$ cat config.mk
export PLATFORM = sky130hd
export DESIGN_NAME = mem_stage_ctrl
export DESIGN_NICKNAME = d
export VERILOG_FILES = /design/src/rtl/mem_stage_ctrl.sv
export SDC_FILE = /design/constraint.sdc
export NUM_CORES = 1
export LEC_CHECK = 0
export BUFFER_PORTS_ARGS = -buffer_cell sky130_fd_sc_hd__buf_2
export CAP_MARGIN = 20
export CORE_MARGIN = 4
export CORE_UTILIZATION = 51
export DETAILED_ROUTE_END_ITERATION = 10
export HOLD_SLACK_MARGIN = 0.12
export PLACE_DENSITY = 0.79
export SYNTH_ARGS = -nofsm -noshare
export SYNTH_HDL_FRONTEND = slang
export SYNTH_SLANG_ARGS = --single-unit
$ cat constraint.sdc
create_clock -name CLK -period 1.9 [get_ports CLK]
set_input_delay 0.38 -clock CLK [delete_from_list [all_inputs] [get_ports CLK]]
set_output_delay 0.38 -clock CLK [all_outputs]
set_load 0.02 [all_outputs]
$ cat src/rtl/mem_stage_ctrl.sv
// MEM-stage controller: decodes the EX/MEM memory fields, runs multi-cycle SRAM
// and handshake-UART accesses while stalling the pipeline, and drives the MEM/WB fields.
module mem_stage_ctrl #(
  parameter int          WAIT_CYCLES    = 2,
  parameter logic [15:0] UART_DATA_ADDR = 16'hBF00
) (
  input  logic        CLK,
  input  logic        RST,
  input  logic [1:0]  memReadIn,
  input  logic [1:0]  memWriteIn,
  input  logic [15:0] ALUResultIn,
  input  logic [15:0] dataIn,
  input  logic        memtoRegIn,
  input  logic        regWriteIn,
  input  logic [1:0]  writeSpecRegIn,
  input  logic [2:0]  registerToWriteIdIn,
  output logic        stall,
  output logic [15:0] ram_addr,
  output logic [15:0] ram_data_o,
  input  logic [15:0] ram_data_i,
  output logic        ram_data_oe,
  output logic        ram_en_n,
  output logic        ram_oe_n,
  output logic        ram_we_n,
  output logic [15:0] uart_tx_data,
  output logic        uart_tx_valid,
  input  logic        uart_tx_ready,
  input  logic [7:0]  uart_rx_data,
  input  logic        uart_rx_valid,
  output logic        uart_rx_ack,
  output logic [15:0] ALUResultOut,
  output logic [15:0] memDataOut,
  output logic        memtoRegOut,
  output logic        regWriteOut,
  output logic [1:0]  writeSpecRegOut,
  output logic [2:0]  registerToWriteIdOut
);

  localparam int             CW       = (WAIT_CYCLES > 1) ? $clog2(WAIT_CYCLES) : 1;
  localparam logic [CW-1:0]  CNT_LAST = CW'(WAIT_CYCLES - 1);

  typedef enum logic [2:0] {IDLE, RAM_RD, RAM_WR, UART_TX, DONE} state_e;

  // The UART target is chosen by the mem code alone; the address is informational.
  logic unused_uart_addr;
  assign unused_uart_addr = ^UART_DATA_ADDR;

  state_e        state_q, state_d;
  logic [CW-1:0] cnt_q, cnt_d;
  logic [15:0]   ram_addr_q, ram_addr_d, ram_data_o_q, ram_data_o_d;
  logic          ram_data_oe_q, ram_data_oe_d;
  logic          ram_en_n_q, ram_en_n_d, ram_oe_n_q, ram_oe_n_d, ram_we_n_q, ram_we_n_d;
  logic [15:0]   tx_data_q, tx_data_d;
  logic          tx_valid_q, tx_valid_d;
  // Completed-instruction latch, written to MEM/WB in DONE
  logic [15:0]   lat_alu_q, lat_alu_d, lat_mdata_q, lat_mdata_d;
  logic          lat_m2r_q, lat_m2r_d, lat_rw_q, lat_rw_d;
  logic [1:0]    lat_wsr_q, lat_wsr_d;
  logic [2:0]    lat_id_q, lat_id_d;
  // MEM/WB outputs
  logic [15:0]   out_alu_q, out_alu_d, out_mdata_q, out_mdata_d;
  logic          out_m2r_q, out_m2r_d, out_rw_q, out_rw_d;
  logic [1:0]    out_wsr_q, out_wsr_d;
  logic [2:0]    out_id_q, out_id_d;

  // Decode: a non-zero read code always wins over any write code
  logic rd_ram, rd_uart_d, rd_uart_s, wr_ram, wr_uart, idle, accept;
  assign idle      = (state_q == IDLE);
  assign rd_ram    = (memReadIn == 2'b01);
  assign rd_uart_d = (memReadIn == 2'b10);
  assign rd_uart_s = (memReadIn == 2'b11);
  assign wr_ram    = (memReadIn == 2'b00) && (memWriteIn == 2'b01);
  assign wr_uart   = (memReadIn == 2'b00) && (memWriteIn == 2'b10);
  assign accept    = idle && (rd_ram || wr_ram || wr_uart);

  assign stall       = accept || (state_q == RAM_RD) || (state_q == RAM_WR) || (state_q == UART_TX);
  assign uart_rx_ack = idle && rd_uart_d && uart_rx_valid;

  // Next-state and next-output computation for the access FSM
  always_comb begin
    state_d       = state_q;
    cnt_d         = cnt_q;
    ram_addr_d    = ram_addr_q;
    ram_data_o_d  = ram_data_o_q;
    ram_data_oe_d = ram_data_oe_q;
    ram_en_n_d    = ram_en_n_q;
    ram_oe_n_d    = ram_oe_n_q;
    ram_we_n_d    = ram_we_n_q;
    tx_data_d     = tx_data_q;
    tx_valid_d    = tx_valid_q;
    lat_alu_d     = lat_alu_q;
    lat_mdata_d   = lat_mdata_q;
    lat_m2r_d     = lat_m2r_q;
    lat_rw_d      = lat_rw_q;
    lat_wsr_d     = lat_wsr_q;
    lat_id_d      = lat_id_q;
    out_alu_d     = out_alu_q;
    out_mdata_d   = out_mdata_q;
    out_m2r_d     = out_m2r_q;
    out_rw_d      = out_rw_q;
    out_wsr_d     = out_wsr_q;
    out_id_d      = out_id_q;
    unique case (state_q)
      IDLE: begin
        out_alu_d   = ALUResultIn;
        out_m2r_d   = memtoRegIn;
        out_rw_d    = regWriteIn;
        out_wsr_d   = writeSpecRegIn;
        out_id_d    = registerToWriteIdIn;
        out_mdata_d = 16'h0000;
        if (rd_uart_d && uart_rx_valid) out_mdata_d = {8'h00, uart_rx_data};
        if (rd_uart_s) out_mdata_d = {14'b0, uart_rx_valid, uart_tx_ready};
        lat_alu_d   = ALUResultIn;
        lat_mdata_d = 16'h0000;
        lat_m2r_d   = memtoRegIn;
        lat_rw_d    = regWriteIn;
        lat_wsr_d   = writeSpecRegIn;
        lat_id_d    = registerToWriteIdIn;
        if (accept) begin
          // Bubble into MEM/WB while the access is in flight
          out_rw_d  = 1'b0;
          out_wsr_d = 2'b00;
          cnt_d     = '0;
          if (rd_ram) begin
            state_d    = RAM_RD;
            ram_addr_d = ALUResultIn;
            ram_en_n_d = 1'b0;
            ram_oe_n_d = 1'b0;
          end else if (wr_ram) begin
            state_d       = RAM_WR;
            ram_addr_d    = ALUResultIn;
            ram_data_o_d  = dataIn;
            ram_data_oe_d = 1'b1;
            ram_en_n_d    = 1'b0;
            ram_we_n_d    = 1'b0;
          end else begin
            state_d    = UART_TX;
            tx_data_d  = dataIn;
            tx_valid_d = 1'b1;
          end
        end
      end
      RAM_RD: begin
        if (cnt_q == CNT_LAST) begin
          lat_mdata_d = ram_data_i;
          ram_en_n_d  = 1'b1;
          ram_oe_n_d  = 1'b1;
          state_d     = DONE;
        end else begin
          cnt_d = cnt_q + 1'b1;
        end
      end
      RAM_WR: begin
        // Bus drive stays on through DONE for data hold after we_n rises
        if (cnt_q == CNT_LAST) begin
          ram_en_n_d = 1'b1;
          ram_we_n_d = 1'b1;
          state_d    = DONE;
        end else begin
          cnt_d = cnt_q + 1'b1;
        end
      end
      UART_TX: begin
        if (uart_tx_ready) begin
          tx_valid_d = 1'b0;
          state_d    = DONE;
        end
      end
      DONE: begin
        out_alu_d     = lat_alu_q;
        out_mdata_d   = lat_mdata_q;
        out_m2r_d     = lat_m2r_q;
        out_rw_d      = lat_rw_q;
        out_wsr_d     = lat_wsr_q;
        out_id_d      = lat_id_q;
        ram_data_oe_d = 1'b0;
        state_d       = IDLE;
      end
      default: state_d = IDLE;
    endcase
  end

  // State and registered outputs; reset drops the strobes mid-access
  always_ff @(posedge CLK or negedge RST) begin
    if (!RST) begin
      state_q       <= IDLE;
      cnt_q         <= '0;
      ram_addr_q    <= '0;
      ram_data_o_q  <= '0;
      ram_data_oe_q <= 1'b0;
      ram_en_n_q    <= 1'b1;
      ram_oe_n_q    <= 1'b1;
      ram_we_n_q    <= 1'b1;
      tx_data_q     <= '0;
      tx_valid_q    <= 1'b0;
      lat_alu_q     <= '0;
      lat_mdata_q   <= '0;
      lat_m2r_q     <= 1'b0;
      lat_rw_q      <= 1'b0;
      lat_wsr_q     <= '0;
      lat_id_q      <= '0;
      out_alu_q     <= '0;
      out_mdata_q   <= '0;
      out_m2r_q     <= 1'b0;
      out_rw_q      <= 1'b0;
      out_wsr_q     <= '0;
      out_id_q      <= '0;
    end else begin
      state_q       <= state_d;
      cnt_q         <= cnt_d;
      ram_addr_q    <= ram_addr_d;
      ram_data_o_q  <= ram_data_o_d;
      ram_data_oe_q <= ram_data_oe_d;
      ram_en_n_q    <= ram_en_n_d;
      ram_oe_n_q    <= ram_oe_n_d;
      ram_we_n_q    <= ram_we_n_d;
      tx_data_q     <= tx_data_d;
      tx_valid_q    <= tx_valid_d;
      lat_alu_q     <= lat_alu_d;
      lat_mdata_q   <= lat_mdata_d;
      lat_m2r_q     <= lat_m2r_d;
      lat_rw_q      <= lat_rw_d;
      lat_wsr_q     <= lat_wsr_d;
      lat_id_q      <= lat_id_d;
      out_alu_q     <= out_alu_d;
      out_mdata_q   <= out_mdata_d;
      out_m2r_q     <= out_m2r_d;
      out_rw_q      <= out_rw_d;
      out_wsr_q     <= out_wsr_d;
      out_id_q      <= out_id_d;
    end
  end

  assign ram_addr             = ram_addr_q;
  assign ram_data_o           = ram_data_o_q;
  assign ram_data_oe          = ram_data_oe_q;
  assign ram_en_n             = ram_en_n_q;
  assign ram_oe_n             = ram_oe_n_q;
  assign ram_we_n             = ram_we_n_q;
  assign uart_tx_data         = tx_data_q;
  assign uart_tx_valid        = tx_valid_q;
  assign ALUResultOut         = out_alu_q;
  assign memDataOut           = out_mdata_q;
  assign memtoRegOut          = out_m2r_q;
  assign regWriteOut          = out_rw_q;
  assign writeSpecRegOut      = out_wsr_q;
  assign registerToWriteIdOut = out_id_q;

endmodule

==> metrics <==
post-synthesis cell count 426; syn_nets 497; Final Cycle Share 106.0%; r2r setup slk 0.15 ns; fin. max-slew vios 0; CP Data Arrival Time 1.63 ns; mapped cell area 5569 µm²; PwrDens 1740 nW/µm²; Synth Area per Inst 13.07 µm²; placed instance count 718; Die Height 112.5 µm; CTS tree done; initial cell density of the core 53.23%; # clock sinks 135; Min-Delay Path Depth 2; ranking of synthesized cells by area dfrtp_1 59%, mux2_2 12%, mux2i_1 3.8%, nand2_1 3.7%, mux2_4 2.7%; total chip power 13.64 mW; most frequent cells in the layout 162 x buf_2, 131 x dfrtp_1, 61 x dlygate4sd3_1, 59 x mux2_2, 55 x nand2_1; Critical Path RT 1.52 ns; Core Box Area 10460 µm²; Worst R2R End memDataOut[0]; R2R depth 4; ant diodes 0; chip width 112.5 µm; final WL 14.62 mm; final antenna-violating net count 0; I/O Buffers 164; DRT Pass-1 Iters 4; latest clock arrival within the worst-skew pair 0.52 ns; synthesized flop and latch total 135; sequential share of the synthesized area 60.73%; iteration-0 DRC count of the detailed router 286; RePlAce Congestion 0.8780; Worst VDD drop 0.9796 mV; Reg clk slew, reported paths 0.06 ns; first-pass GRT wire length 23.82 mm; CTS H-Tree Depth 4; non-filler cells, final 812; final setup fails 1; CTS max path bufs 2; overall routing resource usage 23.99%; largest net degree at the start of global routing 54; Std-Cell Rows 37; CP Class reg2out; Hold WC Path Type in2reg; DR DRC count 0; fmax 496.6 MHz; Yosys cell types 37; area share of the largest cell type after synthesis 59.31%; worst rel slew slack 61.09%; vias in the first global route 4807; Synth Warn # 0; worst clock skew 0.009324 ns; share of cells above drive strength 1 44.82%; Fin. Hold Viols 0; Overflow after GRT 0; final worst slack -0.1138 ns; routed length per placed instance 18.00 µm; post-DR vias/cell 5.496; initial antenna violation count 0; RSZ-0062 raised after global routing true; fin crit period 2.014 ns; Worst setup EP type output pin; outcome finished, violations left; Worst setup startpoint state_q[1]; max_cap viols 0; static leakage 3.897 nW; I/O pin cnt 165; Die Area 12660 µm²; routed vias 4463; Area growth syn-to-layout 40.71%; most area-hungry cell type in the Yosys netlist dfrtp_1; commonest non-fill, non-tap cell in the layout buf_2; Crit Reg-Reg Startpoint state_q[1]; largest fanout on the critical path 2; crit path launch type flop; Place WS 0.2064 ns; Root Buffer clkbuf_8; Nets 734; HPWL Detailed 9.251 mm; failing checks setup timing; Worst Setup EP uart_rx_ack; Worst Tran Pin Value 0.5837 ns; clock buffer count from CTS 17
## report_power, final
group / switching, mW / internal (mW)
Clock: 1.16 / 1.99
Combinational: 3.26 / 2.35
Sequential: 0.703 / 4.17
## cell families after synthesis
group,share of synthesized area [%]
flops,60.73
mux,18.40
simple gates,7.954
compound gates,9.953
buf+inv,2.808
xor+xnor,0.1573
## how the worst min path moves through the flow
stage	start	end	slack [ns]
final	ALUResultIn[9]	lat_alu_q[9]	0.15
after global routing	ALUResultIn[9]	ram_addr[9]	0.12
after CTS	ALUResultIn[9]	ram_addr[9]	0.13
after detailed placement	RST	ram_addr[7]	0.35
after global placement	RST	ram_addr[7]	0.34
after floorplan	RST	ALUResultOut[0]	0.08
## layout make-up
cell class / instances / area [µm²]
Clock buffer: 23 / 476.7
Clock inverter: 9 / 97.59
Fill cell: 674 / 2626
Inverter: 5 / 18.77
Multi-Input combinational cell: 259 / 2047
Sequential cell: 135 / 3383
Tap cell: 136 / 170.2
Timing Repair Buffer: 245 / 1643
## worst max-delay path, cell delays in order (launching register included)
cell	delay, ns
dfrtp_1	0.40
or3_4	0.40
nor3_4	0.16
buf_6	0.15
## layer usage
| layer | wire length [µm] | track usage [%] | share of wire, % |
|---|---|---|---|
| met5 | 0 | 0 | 0 |
| met4 | 524 | 12.18 | 3.6 |
| met3 | 1006 | 7.655 | 6.9 |
| met2 | 7543 | 40.68 | 52 |
| met1 | 5540 | 27.25 | 38 |
## registers in the layout, summed over array words and instances (netlist names)
signal / count
ALUResultOut: 16
uart_tx_valid: 1
cnt_q: 1
lat_m2r_q: 1
memDataOut: 16
state_q: 3
registerToWriteIdOut: 3
writeSpecRegOut: 2
uart_tx_data: 16
regWriteOut: 1
ram_addr: 16
lat_wsr_q: 2
ram_we_n: 1
ram_oe_n: 1
lat_id_q: 3
ram_data_oe: 1
lat_mdata_q: 16
lat_rw_q: 1
memtoRegOut: 1
lat_alu_q: 16
ram_data_o: 16
ram_en_n: 1
## stage by stage
| step | utilization, % | instance area (µm²) | TNS, ns | hold WS [ns] |
|---|---|---|---|---|
| after global routing | 74.90 | 7836 | -0.2060 | 0.1238 |
| after CTS | 74.90 | 7836 | -0.1207 | 0.1275 |
| after floorplan | - | 5569 | 0 | 0.08441 |
| after global placement | 63.18 | 6610 | 0 | 0.3392 |
| after detailed placement | 63.18 | 6610 | 0 | 0.3474 |
| final | 74.90 | 7836 | -0.1138 | 0.1482 |
## synth_stat cells
library cell  instances
a21oi_1               9
mux2_4               10
nor3_4                2
nor2_1                6
buf_6                 3
o21ai_0              30
o21ba_2               1
o211ai_1              2
nand3_1              10
a31o_2                3
and3_1                8
a221o_1               7
mux2_2               59
or4b_2                1
o31ai_1               1
xor2_1                1
buf_4                 2
a22oi_1               1
dfstp_2               3
a21o_1                1
or2_2                 1
o21a_1                1
or3_1                 1
clkbuf_1             17
dfrtp_1             132
a22o_1               17
o211ai_4              1
nor4b_2               2
nand2_4               2
o211a_1               1
buf_2                 5
mux2i_1              21
inv_1                 5
nor2b_1               1
nand2_1              55
o21ai_1               2
o311ai_0              2
## repair_timing
| action | 4_1_cts | 5_1_grt |
|---|---|---|
| pin swaps | 1 | 0 |
| hold endpoints to repair | 134 | 0 |
| hold buffers | 61 | 0 |
| setup endpoints to repair | 2 | 2 |
| setup buffers | 1 | 0 |
| gates resized for setup | 9 | 0 |
(Power assumes the default switching activity.)
